$ cat src/rtl/drum_strike_detector.sv
// Drum strike detector: watches the gyro strike axis for a downward swing,
// tracks its peak, and on release emits a one-cycle hit with the drum zone
// (from yaw/pitch captured at strike onset) and a 7-bit velocity.
//
// state    | meaning
// ---------+---------------------------------------------------------
// IDLE     | waiting for a qualified sample below the strike threshold
// STRIKE   | swing in progress, tracking the most negative gyro_y
// COOLDOWN | lockout after a hit, all samples ignored
module drum_strike_detector #(
  parameter logic signed [15:0] STRIKE_THRESH   = -16'sd2000,
  parameter logic signed [15:0] RELEASE_THRESH  = -16'sd500,
  parameter logic signed [15:0] YAW_LEFT        = -16'sd1000,
  parameter logic signed [15:0] YAW_RIGHT       = 16'sd1000,
  parameter logic signed [15:0] PITCH_HIGH      = 16'sd1500,
  parameter logic        [23:0] COOLDOWN_CYCLES = 24'd500000
) (
  input  logic               clk,
  input  logic               rst_n,
  input  logic               sample_strobe,
  input  logic               initialized,
  input  logic               error,
  input  logic               quat1_valid,
  input  logic signed [15:0] quat1_x,
  input  logic signed [15:0] quat1_y,
  input  logic signed [15:0] quat1_z,
  input  logic               gyro1_valid,
  input  logic signed [15:0] gyro1_x,
  input  logic signed [15:0] gyro1_y,
  input  logic signed [15:0] gyro1_z,
  output logic               hit_pulse,
  output logic [1:0]         hit_drum,
  output logic [6:0]         hit_velocity,
  output logic [7:0]         hit_count,
  output logic [1:0]         state_dbg
);

  localparam logic [1:0] IDLE     = 2'd0;
  localparam logic [1:0] STRIKE   = 2'd1;
  localparam logic [1:0] COOLDOWN = 2'd2;

  logic [1:0]         state;
  logic [1:0]         state_nxt;
  logic signed [15:0] peak;
  logic [1:0]         zone;
  logic [23:0]        cd_cnt;

  logic               qualified;
  logic               arm;
  logic               abort;
  logic               fire;
  logic [1:0]         zone_sel;
  logic [16:0]        mag;
  logic [16:0]        mag_shr;
  logic [6:0]         vel_calc;

  // Roll and the off-axis gyro channels are not used for detection.
  logic unused_inputs;
  assign unused_inputs = ^{quat1_x, gyro1_x, gyro1_z};

  // Sample qualification, strike arming, abort and release decode
  always_comb begin
    qualified = sample_strobe & initialized & ~error & quat1_valid & gyro1_valid;
    arm       = qualified && (gyro1_y < STRIKE_THRESH);
    abort     = error | ~initialized;
    fire      = (state == STRIKE) && !abort && qualified && (gyro1_y >= RELEASE_THRESH);
  end

  // Drum zone from current attitude; pitch overrides yaw
  always_comb begin
    zone_sel = 2'd2;
    if (quat1_y > PITCH_HIGH)      zone_sel = 2'd3;
    else if (quat1_z < YAW_LEFT)   zone_sel = 2'd0;
    else if (quat1_z < YAW_RIGHT)  zone_sel = 2'd1;
  end

  // Velocity: 17-bit negate so -32768 maps to +32768, then >>8 and clamp
  always_comb begin
    mag      = 17'd0 - {peak[15], peak};
    mag_shr  = mag >> 8;
    vel_calc = (mag_shr > 17'd127) ? 7'd127 : mag_shr[6:0];
  end

  // State register
  always_ff @(posedge clk or negedge rst_n) begin
    if (!rst_n) state <= IDLE;
    else        state <= state_nxt;
  end

  // Next-state logic
  always_comb begin
    state_nxt = state;
    case (state)
      IDLE:     if (arm) state_nxt = STRIKE;
      STRIKE: begin
        if (abort)     state_nxt = IDLE;
        else if (fire) state_nxt = COOLDOWN;
      end
      COOLDOWN: if (cd_cnt == 24'd0) state_nxt = IDLE;
      default:  state_nxt = IDLE;
    endcase
  end

  // Output decode
  always_comb begin
    state_dbg = state;
  end

  // Peak tracking and zone capture at strike onset
  always_ff @(posedge clk or negedge rst_n) begin
    if (!rst_n) begin
      peak <= '0;
      zone <= '0;
    end else if (state == IDLE && arm) begin
      peak <= gyro1_y;
      zone <= zone_sel;
    end else if (state == STRIKE && !abort && qualified && gyro1_y < peak) begin
      peak <= gyro1_y;
    end
  end

  // Cooldown down-counter, loaded on the hit edge
  always_ff @(posedge clk or negedge rst_n) begin
    if (!rst_n)                                  cd_cnt <= '0;
    else if (fire)                               cd_cnt <= COOLDOWN_CYCLES - 24'd1;
    else if (state == COOLDOWN && cd_cnt != '0)  cd_cnt <= cd_cnt - 24'd1;
  end

  // Hit outputs, updated on the release edge and held until the next hit
  always_ff @(posedge clk or negedge rst_n) begin
    if (!rst_n) begin
      hit_pulse    <= 1'b0;
      hit_drum     <= '0;
      hit_velocity <= '0;
      hit_count    <= '0;
    end else begin
      hit_pulse <= fire;
      if (fire) begin
        hit_drum     <= zone;
        hit_velocity <= vel_calc;
        hit_count    <= hit_count + 8'd1;
      end
    end
  end

endmodule

$ cat config.mk
export PLATFORM = sky130hd
export DESIGN_NAME = drum_strike_detector
export DESIGN_NICKNAME = d
export VERILOG_FILES = /design/src/rtl/drum_strike_detector.sv
export SDC_FILE = /design/constraint.sdc
export NUM_CORES = 1
export LEC_CHECK = 0
export CAP_MARGIN = 20
export CORE_MARGIN = 2
export CORE_UTILIZATION = 45
export DETAILED_ROUTE_END_ITERATION = 6
export PLACE_DENSITY = 0.8
export SYNTH_ARGS = -nofsm -noshare
export SYNTH_HDL_FRONTEND = slang
export SYNTH_SLANG_ARGS = --single-unit
$ cat constraint.sdc
create_clock -name clk -period 3.3 [get_ports clk]
set_input_delay 0.99 -clock clk [delete_from_list [all_inputs] [get_ports clk]]
set_output_delay 0.99 -clock clk [all_outputs]
set_load 0.05 [all_outputs]
==> reports/qor.csv <==
metric,value,unit
run status,"complete, no violations",
crit path time final,3100,ps
DIE HEIGHT,91.3,µm
Vias/cell,5.36,
per-cell routed wire length,14.2,µm
Layout Utilization,0.630,
delay of the slowest critical-path stage,450,ps
violation count after the first detailed-route iteration,103,
worst setup slack after layout,203,ps
maximum number of pins on one net before global-route repair,33,
total I/O pin count,123,
actual slew at the worst max-slew pin,714,ps
flip-flop and latch count after synthesis,62,
number of violations of the max-capacitance limit,0,
Final Hold Fails,0,
endpoint of the worst-slack reg-to-reg timing path,hit_velocity[0],
Syn Nets,463,
Worst VDD drop,0.000261,V
Setup crit end,peak[11],
instance count on the critical path,8,
"most common cell after layout, fill and taps aside",sky130_fd_sc_hd__clkdlybuf4s50_1,
Worst path most repeated cell,sky130_fd_sc_hd__buf_4,
clock-pin slew of the registers on the worst-case setup and hold paths,70,ps
total wire length after detailed routing,7.64,mm
num rows,31,
setup repair after global routing missed its margin,no,
FILL cells,561,
Inserted Clock Buffers,9,
worst slew margin relative to its limit,0.519,
DP Wirelength,5.82,mm
crit-path max FO,5,
Critical Path Sink Type,register,
final-stage net count,554,
reg-to-reg startpoint,peak[3],
leakage power,0.00186,µW
number of distinct library cells after synthesis,50,
Yosys warnings,0,
Hold Path Origin,hit_velocity[0],
Final Skew,9.63,ps
latest clock arrival within the worst-skew pair,350,ps
maximum clock rate,0.323,GHz
Post-synth top flop,sky130_fd_sc_hd__dfrtp_1,
number of antenna violations at the first check in global routing,0,
Critical Path RT,3530,ps
post-synthesis instance total,343,
H-tree level count,3,
detailed-router iteration count before antenna repair,4,
final number of max-transition violations,0,
clk sink count,62,
sum of buffers and inverters on the critical path,3,
global-route total usage across every layer,0.196,
Worst setup startpoint,gyro1_y[8],
growth of design area from synthesis to finish,34.6,%
total vias in the final route,2883,
first-pass GRT wire length,13.2,mm
total overflow reported by the global router,0,
fraction of final layout cells with drive strength greater than 1,0.148,
number of buffers inserted to repair setup after CTS,0,
overall die area,0.00834,mm²
Root Buffer Master,sky130_fd_sc_hd__clkbuf_8,
Synth Cell Area,0.00343,mm²
deepest clock path buffer count,2,
share of the clock period used by the worst path,0.938,
fraction of registers with async set/reset,1.00,
sequential share of the synthesized area,0.452,
CTS Hold Buffers Added,0,
effective utilization at floorplan,0.468,
via count of the first global-routing pass,2922,
type of the worst min-delay path,reg -> reg,
crit path max-delay cell type,sky130_fd_sc_hd__clkdlybuf4s50_1,
power density over cell area,369,mW/mm²
Core Footprint,0.00733,mm²
number of failing setup endpoints in the final timing report,0,
TritonCTS clock tree,done,
cell depth of the worst flop-to-flop path,6,
number of gates resized after CTS,0,
critical path launch point type,input port,
remaining routing DRC violations,0,
gate family responsible for the most delay along the worst path,buffers and inverters,
placement-stage worst setup slack,-111,ps
Avg Inst Size Synth,10.0,µm²
number of buffer cells added on primary ports,71,
data arrival time of the critical path,3320,ps
most frequent cells in the layout,"70 x sky130_fd_sc_hd__clkdlybuf4s50_1, 62 x sky130_fd_sc_hd__dfrtp_1, 31 x sky130_fd_sc_hd__nor2_1, 30 x sky130_fd_sc_hd__nand2_1",
Antenna Cells,0,
final antenna-violating net count,0,
CP cell instances,clkdlybuf4s50_1 -> or3_1 -> a2111oi_0 -> buf_4 -> o2111ai_1 -> o311ai_2 -> buf_4 -> mux2_2,
Final GP Congestion,0.872,
die outline width,91.3,µm
classification of the worst setup path,in -> reg,
r2r setup slk,720,ps
count of flip-flops with a built-in enable after synthesis,0,
## worst min-delay path, delay by kind of cell, from the launching register on
family / cells / cell delay, ps
flops: 1 / 340
simple gates: 2 / 90
## worst min path at each step
stage	endpoint	slack, ps	cells after the start
detailed placement	hit_velocity[0]	450	2
global placement	hit_drum[0]	450	2
finish	hit_velocity[0]	470	2
CTS	hit_velocity[0]	470	2
floorplan	hit_drum[0]	440	2
global route	hit_count[7]	500	1
## per-layer routing
metal	track usage	part of all wire
met5	0	0
met2	0.346	0.52
met1	0.230	0.42
met4	0.0808	0.027
met3	0.0448	0.034
## registers in the layout, indices dropped and copies added, names as in the netlist
signal	cells
cd_cnt	24
hit_count	8
hit_drum	2
hit_pulse	1
hit_velocity	7
peak	16
state_dbg	2
zone	2
## Yosys cell counts (2+ instances only)
cell type / instances / area, µm²
sky130_fd_sc_hd__o311ai_2: 2 / 32.5
sky130_fd_sc_hd__nand4_1: 8 / 50.1
sky130_fd_sc_hd__nand2b_1: 3 / 18.8
sky130_fd_sc_hd__nor3_2: 2 / 20.0
sky130_fd_sc_hd__mux2_2: 16 / 180
sky130_fd_sc_hd__nor4_1: 8 / 50.1
sky130_fd_sc_hd__or3_1: 8 / 50.1
sky130_fd_sc_hd__o31ai_1: 5 / 37.5
sky130_fd_sc_hd__nor3b_1: 2 / 15.0
sky130_fd_sc_hd__ha_1: 17 / 213
sky130_fd_sc_hd__or4_1: 5 / 37.5
sky130_fd_sc_hd__or4_4: 2 / 22.5
sky130_fd_sc_hd__inv_1: 24 / 90.1
sky130_fd_sc_hd__and2_1: 2 / 12.5
sky130_fd_sc_hd__clkbuf_1: 4 / 15.0
sky130_fd_sc_hd__a211oi_1: 2 / 15.0
sky130_fd_sc_hd__o211ai_1: 4 / 30.0
sky130_fd_sc_hd__xnor2_1: 24 / 210
sky130_fd_sc_hd__nor2_1: 31 / 116
sky130_fd_sc_hd__nand2_1: 30 / 113
sky130_fd_sc_hd__a2111oi_0: 2 / 17.5
sky130_fd_sc_hd__nand3_1: 8 / 40.0
sky130_fd_sc_hd__and3_1: 6 / 37.5
sky130_fd_sc_hd__a21oi_1: 13 / 65.1
sky130_fd_sc_hd__nor3_1: 12 / 60.1
sky130_fd_sc_hd__xor2_1: 3 / 26.3
sky130_fd_sc_hd__dfrtp_1: 62 / 1550
sky130_fd_sc_hd__o2111ai_1: 2 / 17.5
sky130_fd_sc_hd__or3_4: 5 / 56.3
sky130_fd_sc_hd__o21ai_0: 10 / 50.1
sky130_fd_sc_hd__or2_2: 2 / 12.5
## layout make-up
class | count | area (µm²) | area share
multi-input combinational | 249 | 1750 | 0.379
sequential | 62 | 1550 | 0.336
timing repair buffer | 88 | 858 | 0.186
clock buffer | 11 | 141 | 0.0306
tap | 99 | 124 | 0.0268
clock inverter | 5 | 106 | 0.0230
inverter | 24 | 90.1 | 0.0195
## metrics by stage
| step | cells | total power (µW) | hold slack (ps) | TNS, ps | instance area (µm²) |
|---|---|---|---|---|---|
| after global routing | 538 | 1770 | 505 | 0 | 4620 |
| after CTS | 538 | 1720 | 471 | 0 | 4620 |
| after global placement | 522 | 896 | 450 | -1060 | 4370 |
| after detailed placement | 522 | 900 | 455 | -1300 | 4370 |
| after floorplan | 343 | 800 | 439 | 0 | 3430 |
| final | 538 | 1710 | 467 | 0 | 4620 |
## kinds of logic (layout without fill, tap and decap cells)
logic type,Yosys count,in the layout,share of synthesized area
buffers and inverters,32,128,0.0386
AND/OR/NAND/NOR,138,138,0.220
flip-flops,62,62,0.452
AO/OA/AOI/OAI,50,50,0.103
XOR/XNOR,27,27,0.0689
multiplexers,17,17,0.0554
adder cells (fa/ha/maj),17,17,0.0620
## power by group
| group | total [µW] | leakage [µW] | internal [µW] | switching (µW) |
|---|---|---|---|---|
| combinational | 125 | 0.000976 | 76.0 | 49.3 |
| clock | 822 | 0.000120 | 524 | 298 |
| sequential | 760 | 0.000763 | 760 | 0 |
No activity file was read; power rests on OpenSTA's default activity.
